===== config.mk =====
export PLATFORM = sky130hd
export DESIGN_NAME = alu_2bit
export DESIGN_NICKNAME = d
export VERILOG_FILES = /design/src/rtl/alu_pkg.sv /design/src/rtl/alu_2bit_comb.sv /design/src/rtl/alu_2bit.sv
export SDC_FILE = /design/constraint.sdc
export NUM_CORES = 1
export LEC_CHECK = 0
export BUFFER_PORTS_ARGS = -buffer_cell sky130_fd_sc_hd__buf_2
export CAP_MARGIN = 20
export CORE_MARGIN = 5
export CORE_UTILIZATION = 30
export CTS_CLUSTER_DIAMETER = 80
export DETAILED_ROUTE_END_ITERATION = 8
export GPL_TIMING_DRIVEN = 0
export PLACE_DENSITY = 0.61
export SLEW_MARGIN = 10
export SYNTH_ARGS = -nofsm -noshare
export SYNTH_HDL_FRONTEND = slang
export SYNTH_SLANG_ARGS = --single-unit
export TNS_END_PERCENT = 100

===== constraint.sdc =====
create_clock -name clk -period 1.2 [get_ports clk]
set_input_delay 0.12 -clock clk [delete_from_list [all_inputs] [get_ports clk]]
set_output_delay 0.12 -clock clk [all_outputs]
set_load 0.005 [all_outputs]

===== src/rtl/alu_pkg.sv =====
// Shared opcode and width definitions for the 2-bit registered ALU.
// Imported by the combinational datapath and the registered top.
package alu_pkg;

  localparam int W  = 2;
  localparam int RW = 2 * W;

  typedef enum logic [1:0] {
    OP_ADD = 2'b00,
    OP_SUB = 2'b01,
    OP_MUL = 2'b10,
    OP_CMP = 2'b11
  } op_e;

endpackage


===== src/rtl/alu_2bit_comb.sv =====
// Combinational core of the 2-bit ALU: computes the 4-bit result and the
// negative flag for one operation. No state.
module alu_2bit_comb
  import alu_pkg::*;
(
  input  logic [W-1:0]  a,
  input  logic [W-1:0]  b,
  input  logic [1:0]    sel,
  output logic [RW-1:0] result,
  output logic          neg
);

  logic [RW-1:0] a_ext;
  logic [RW-1:0] b_ext;

  assign a_ext = {2'b00, a};
  assign b_ext = {2'b00, b};

  // Zero-extended operands keep SUB wrapping mod 16, so bit 3 marks a < b.
  always_comb begin
    result = '0;
    neg    = 1'b0;
    case (op_e'(sel))
      OP_ADD: result = a_ext + b_ext;
      OP_SUB: begin
        result = a_ext - b_ext;
        neg    = result[RW-1];
      end
      OP_MUL: result = a_ext * b_ext;
      OP_CMP: result = {1'b0, (a > b), (a == b), (a < b)};
      default: result = '0;
    endcase
  end

endmodule


===== src/rtl/alu_2bit.sv =====
// Registered 2-bit ALU: qualifies inputs with in_valid and registers the
// result, a one-cycle valid strobe and the zero/neg flags.
module alu_2bit
  import alu_pkg::*;
(
  input  logic          clk,
  input  logic          rst,
  input  logic          in_valid,
  input  logic [W-1:0]  a,
  input  logic [W-1:0]  b,
  input  logic [1:0]    sel,
  output logic [RW-1:0] y,
  output logic          y_valid,
  output logic          zero,
  output logic          neg
);

  logic [RW-1:0] comb_result;
  logic          comb_neg;

  logic [RW-1:0] y_q, y_d;
  logic          y_valid_q, y_valid_d;
  logic          zero_q, zero_d;
  logic          neg_q, neg_d;

  alu_2bit_comb u_comb (
    .a      (a),
    .b      (b),
    .sel    (sel),
    .result (comb_result),
    .neg    (comb_neg)
  );

  // Result and flags only move on an accepted input; the strobe always follows in_valid.
  always_comb begin
    y_d       = y_q;
    zero_d    = zero_q;
    neg_d     = neg_q;
    y_valid_d = in_valid;
    if (in_valid) begin
      y_d    = comb_result;
      zero_d = (comb_result == '0);
      neg_d  = comb_neg;
    end
  end

  always_ff @(posedge clk or posedge rst) begin
    if (rst) begin
      y_q       <= '0;
      y_valid_q <= 1'b0;
      zero_q    <= 1'b0;
      neg_q     <= 1'b0;
    end else begin
      y_q       <= y_d;
      y_valid_q <= y_valid_d;
      zero_q    <= zero_d;
      neg_q     <= neg_d;
    end
  end

  assign y       = y_q;
  assign y_valid = y_valid_q;
  assign zero    = zero_q;
  assign neg     = neg_q;

endmodule


### After elaboration in Yosys (flattened, before gate mapping)

Cells that the tools add are included.

* register bits: 7
* input port bits: 9
* logic and storage cells: 17

* $add $sub $neg: 2
* multiply operators: 1
* magnitude comparators: 2
* equal/unequal tests: 4
* multiplexer cells: 2
* reductions and logical operators: 2

Operators by type and width (number)
* one-hot mux 4 bit (4 select lines): 1
* equality test 2 bit, second input constant: 2
* zero test 4 bit: 1
* multiplier 2 x 2 -> 4 bit: 1
* adder 2 x 2 -> 3 bit: 1
* subtractor 2 x 2 -> 3 bit: 1
* equality test 2 x 1 -> 1 bit, second input constant: 1
* equality test 2 bit: 1
* > comparator 2 bit: 1
* zero test 2 bit: 1
* less-than comparator 2 bit: 1
* two-way mux 1 bit: 1

### Logic depth before layout (Yosys ltp)

Gate-level depths: netlist of run 1.

* depth in word-level cells: 3
* gate-level depth with buffers: 7

### By module

Synthesis of run 1 repeated with hierarchy kept, for this count alone.

* cell total of the unflattened synthesis: 47
* area total of the unflattened synthesis: 539.3 um^2

Modules (own cells, without submodules)
* alu_2bit: times used 1, cells an instance 16, area an instance 292.8 um^2, seq. area each 175.2 um^2
* alu_2bit_comb: times used 1, cells an instance 31, area an instance 246.5 um^2, seq. area each 0.0 um^2

### Worst setup path after synthesis of run 1

No wires, ideal clock.

* path kind: input to register
* start point: input port a[0]
* end point: register zero_q (netlist: zero)
* library setup time: 128 ps
* arrival time: 1356 ps
* path slack: -284 ps
* stages: 7
* path through: inv_1 -> ha_1 -> fa_1 -> mux2_2 -> o22a_2 -> nand3_1 -> o31ai_2

* word-level cells in the longest chain between the ends: 3

RTL lines
* start, declared: line alu_2bit.sv:9 `input logic [W-1:0] a,`
* multiplier 2 x 2 -> 4 bit (tied with other cells): line alu_2bit_comb.sv:29 `OP_MUL: result = a_ext * b_ext;`
* one-hot mux 4 bit (4 select lines) (*): line alu_2bit_comb.sv:23 `case (op_e'(sel))`
* zero test 4 bit (*): line alu_2bit.sv:42 `zero_d = (comb_result == '0);`
* end signal, assigned: line alu_2bit.sv:56 `zero_q <= zero_d;`
* end, declared: line alu_2bit.sv:23 `logic zero_q, zero_d;`

Mark *: on every way between the ends. The rest lies on a longest branch, timed or not.
A chain may end at the register's enable or synchronous reset.

### Final worst setup path of run 1

Ends and elaborated chain as after synthesis.

==> results.ini, run 1 <==
[job]
maxCapViolations=0

[setup_path]
cp_max_fo=2
worst_path_max_delay_cell=fa_1
critical_path.top_delay_family=adder cells
crit_type=in -> reg
required_ns=1.33
path_cells=buf_12, ha_4, inv_2, fa_1, mux2_4, o22a_4, nand3_2, o31ai_2
worst-path-buf-inv=2
r2r_slack_ns=0.44
cp-start-kind=input port
slowest_delay_ns=0.39
endpoint_kind=flip-flop
cp_data_arrival_time_ns=1.41

[drt]
drt_first_pass_iters=3
drc_errors=0
vias_per_cell=4.83
drt_wl_total_um=1060
antenna_left=0
wire_per_inst_um=12.2
dr.first_iter.drc_count=2
num_vias=420

[timing]
clock.fmax_mhz=780
timing.final.ws_setup_ns=-0.0817
layout_min_cycle_time_ns=1.28
setup_tns_ns=-0.134
setup_viol=3
slew_headroom_pct=80.0
drv_slew=0
rsz0062_at_grt=true
worst_pin_slew_ns=0.292
period_share_pct=107
hold_violations=0
hold-worst-slack_ns=0.328
skew_ns=0

[floorplanning]
num_io_pins=16
die_area_mm2=0.00264
die_h_um=51.4
initial_core_util_pct=30.7
core_mm2=0.00167
fp.dieW_um=51.4
rows=15

[place]
place_inst=79
place_ws_ns=-0.499
post-dp-hpwl_um=832
dpl_cell_area_um2=657
gp_congestion=0.698
port_buffers=14

[yosys]
yosysWarnings=0
syn_nets=65
postSynthAreaPerCell_um2=10.7
synthCells=48
synth.distinct_cells=20
synth_seq_cells=7
netlist_area_um2=513
ys_seq_area_share_pct=34.1

[layout]
drive_above_1_share_pct=58.6
design_area_um2=778
fillers=163
diodes=0
final_common_cell=buf_2
final_util_pct=46.6
fin_cells=87
area_growth_pct=51.7
nets=88
layout_common_cells=12 x buf_2, 7 x dfrtp_1, 4 x buf_4, 4 x nor2_1, 4 x ha_1

[min_path]
hold_class=in -> reg

[global_routing]
grt_max_degree=10
grt_pass1_wl_um=1730
grt_overflow=0
grt_antenna_before_repair=0
grt_usage_pct=8.59
first_global_vias=417

[power_and_ir_drop]
peakVddDrop_mv=0.565
power_leakage_nw=0.374
p_per_area_mw_per_mm2=930
total_power_mw=0.724

[status]
status=finished with violations
violations=negative setup slack

[clock_network]
cts_tree=done
worstSkewPairLatency_ns=0.25
cts_buffer_depth=2
clk_pin_slew_worst_paths_ns=0.05
cts_buffers=3
cts.sinks=7
cts-root-buf=clkbuf_4
htreeDepth=1

## tightest hold or removal path: cells and delay by family
kind	cells	cell delay, ns
AOI/OAI and AO/OA	2	0.22
buffers and inverters	1	0.19
## worst paths after layout
kind                       cells past startpoint    from    to
max                                            8    a[0]  zero
min                                            3  sel[1]  y[1]
max reg2reg                                    1    y[0]  y[0]
min reg2reg                                    1    y[2]  y[2]
max in group asynchronous                      3     rst  y[3]
min in group asynchronous                      3     rst  y[0]
## repair_timing
item                                    CTS  global route
endpoints found under the setup margin    5             4
endpoints found under the hold margin     8             0
pin swaps                                 3             5
setup buffers                             1             1
hold buffers                              2             0
resized for setup                         9             6
## state kept, by name (all words and copies together) (netlist names)
name     flops
zero         1
y            4
y_valid      1
neg          1
## final cells by class
| cell class | count | area (µm²) | share of cell area, % |
|---|---|---|---|
| plain buffers | 2 | 15.0 | 1.93 |
| clock buffers | 4 | 26.3 | 3.38 |
| inverters | 6 | 35.0 | 4.50 |
| multi-input cells | 33 | 379 | 48.7 |
| flip-flops and latches | 7 | 175 | 22.5 |
| well taps | 17 | 21.3 | 2.73 |
| repair buffers | 18 | 126 | 16.2 |
## metal layers
layer	share of wire, %	vias to the layer above	track usage, %	wire (µm)
li1	-	212	-	-
met1	46	199	11.8	492
met2	51	9	12.9	541
met3	2.6	0	1.75	28
met4	0	0	3.93	0
met5	0	-	0	0
## where the power goes
| group | internal [mW] | switching [mW] | leakage (nW) |
|---|---|---|---|
| combinational | 0.126 | 0.107 | 0.273 |
| clock | 0.127 | 0.0879 | 0.0150 |
| sequential | 0.263 | 0.0127 | 0.0864 |
| total | 0.516 | 0.208 | 0.374 |
## cell usage after synthesis
cell type | n | share of area [%]
nor2_1 | 4 | 2.9
nand2b_1 | 2 | 2.4
a31oi_1 | 2 | 2.4
o21ai_0 | 1 | 0.97
nand2_1 | 1 | 0.73
mux2i_1 | 2 | 3.9
o31ai_2 | 1 | 2.4
nand3_1 | 1 | 0.97
mux2_2 | 4 | 8.8
and2_1 | 1 | 1.2
o22a_2 | 1 | 2.0
dfrtp_1 | 7 | 34
ha_1 | 6 | 15
buf_4 | 2 | 2.9
a21oi_1 | 2 | 2.0
and3b_1 | 1 | 1.7
a211oi_1 | 1 | 1.5
a21boi_2 | 1 | 2.2
inv_1 | 6 | 4.4
fa_1 | 2 | 7.8
## cells by family after synthesis
group / synth area share [%]
compound gates: 13.4
fa+ha+maj: 22.4
mux: 12.7
buf+inv: 7.32
simple gates: 10.0
flops: 34.1
(Power assumes the default switching activity.)
==> run 2: changes to the inputs <==
--- a/config.mk
+++ b/config.mk
@@ -8,11 +8,11 @@
 export BUFFER_PORTS_ARGS = -buffer_cell sky130_fd_sc_hd__buf_2
 export CAP_MARGIN = 20
 export CORE_MARGIN = 5
-export CORE_UTILIZATION = 30
+export CORE_UTILIZATION = 38
 export CTS_CLUSTER_DIAMETER = 80
 export DETAILED_ROUTE_END_ITERATION = 8
 export GPL_TIMING_DRIVEN = 0
-export PLACE_DENSITY = 0.61
+export PLACE_DENSITY = 0.71
 export SLEW_MARGIN = 10
 export SYNTH_ARGS = -nofsm -noshare
 export SYNTH_HDL_FRONTEND = slang
==> results.ini, run 2 (synthesis results as in run 1) <==
[place]
post-dp-hpwl_um=857
dpl_cell_area_um2=654
place_ws_ns=-0.476
port_buffers=14
gp_congestion=0.693

[status]
status=finished with violations
violations=negative setup slack

[timing]
drv_slew=0
period_share_pct=109
timing.final.ws_setup_ns=-0.105
setup_viol=2
clock.fmax_mhz=766
layout_min_cycle_time_ns=1.30
slew_headroom_pct=80.9
rsz0062_at_grt=true
worst_pin_slew_ns=0.278
hold_violations=0
hold-worst-slack_ns=0.292
skew_ns=0

[layout]
layout_common_cells=12 x buf_2, 7 x dfrtp_1, 4 x nor2_1, 4 x ha_1
largest_reg_flops=4
design_area_um2=746
area_growth_pct=45.4
nets=87
final_common_cell=buf_2
diodes=0
drive_above_1_share_pct=55.1

[setup_path]
path_cells=buf_12, ha_4, inv_2, fa_1, mux2_4, o22a_2, nand3_2, o31ai_2
cp_data_arrival_time_ns=1.43
worst-path-buf-inv=2
ff2ff_path_depth=1
cp-start-kind=input port
crit_type=in -> reg
required_ns=1.33
cp_max_fo=2
slowest_delay_ns=0.39
endpoint_kind=flip-flop
critical_path.top_delay_family=adder cells
crit_cells=8
worst_path_max_delay_cell=fa_1

[clock_network]
htreeDepth=1
worstSkewPairLatency_ns=0.26
cts_buffer_depth=2
clk_pin_slew_worst_paths_ns=0.06
cts-root-buf=clkbuf_4
cts.sinks=7
cts_buffers=3
cts_tree=done

[floorplanning]
rows=13
die_area_mm2=0.00218
initial_core_util_pct=39.9
core_mm2=0.00128
num_io_pins=16
fp.dieW_um=46.7
die_h_um=46.7

[drt]
drt_first_pass_iters=3
vias_per_cell=4.74
wire_per_inst_um=12.7
num_vias=398
drt_wl_total_um=1070
drc_errors=0
dr.first_iter.drc_count=6
antenna_left=0

[job]
maxCapViolations=0

[power_and_ir_drop]
peakVddDrop_mv=0.625
p_per_area_mw_per_mm2=962
power_leakage_nw=0.374

[min_path]
holdPathStages=3
hold_class=in -> reg

[global_routing]
grt_overflow=0
grt_pass1_wl_um=1970
grt_max_degree=10
grt_usage_pct=12.4
first_global_vias=464
grt_antenna_before_repair=0

## run 2: cell type report
class / count / area, µm²
repair buffers: 17 / 119
flip-flops and latches: 7 / 175
inverters: 6 / 35.0
clock inverters: 1 / 5.00
well taps: 15 / 18.8
plain buffers: 2 / 15.0
fillers: 118 / 539
clock buffers: 3 / 22.5
multi-input cells: 33 / 355
## run 2: per-layer routing
metal,vias up,GRT usage [%],wire (µm)
li1,205,-,-
met2,6,22.8,561
met4,0,3.31,0
met5,-,0,0
met1,187,14.6,480
met3,0,2.68,27
## run 2: path summary, 6_finish.rpt
check	endpoint	slack, ns	from
worst max-delay path	zero	-0.10	a[0]
min in group asynchronous	y[0]	0.34	rst
worst min-delay path	y[1]	0.29	sel[1]
worst max register to register	y[2]	0.44	y[2]
max in group asynchronous	y[3]	0.65	rst
worst min register to register	neg	0.51	neg
## run 2: stage by stage
stage          power [mW]  cells  TNS, ns  utilization [%]
3_5_place_dp        0.478     77    -2.21             50.9
4_1_cts             0.718     84   -0.166             57.7
6_report            0.717     84   -0.167             58.0
2_1_floorplan       0.404     48   -0.488                -
5_1_grt             0.763     84   -0.296             58.0
3_3_place_gp        0.472     77    -2.16             50.9
## run 2: repair_timing
| action | CTS | global route |
|---|---|---|
| endpoints found under the hold margin | 8 | 0 |
| gates resized for setup | 9 | 2 |
| setup endpoints to repair | 5 | 4 |
| pin swaps | 3 | 1 |
| buffers inserted | 1 | 0 |
| hold buffers | 2 | 0 |
## run 2: power breakdown
| group | switching [mW] | leakage [nW] | total [mW] | internal (mW) |
|---|---|---|---|---|
| logic | 0.0994 | 0.269 | 0.219 | 0.120 |
| registers | 0.0124 | 0.0864 | 0.275 | 0.263 |
| clock network | 0.100 | 0.0177 | 0.222 | 0.122 |
| total | 0.212 | 0.374 | 0.717 | 0.505 |
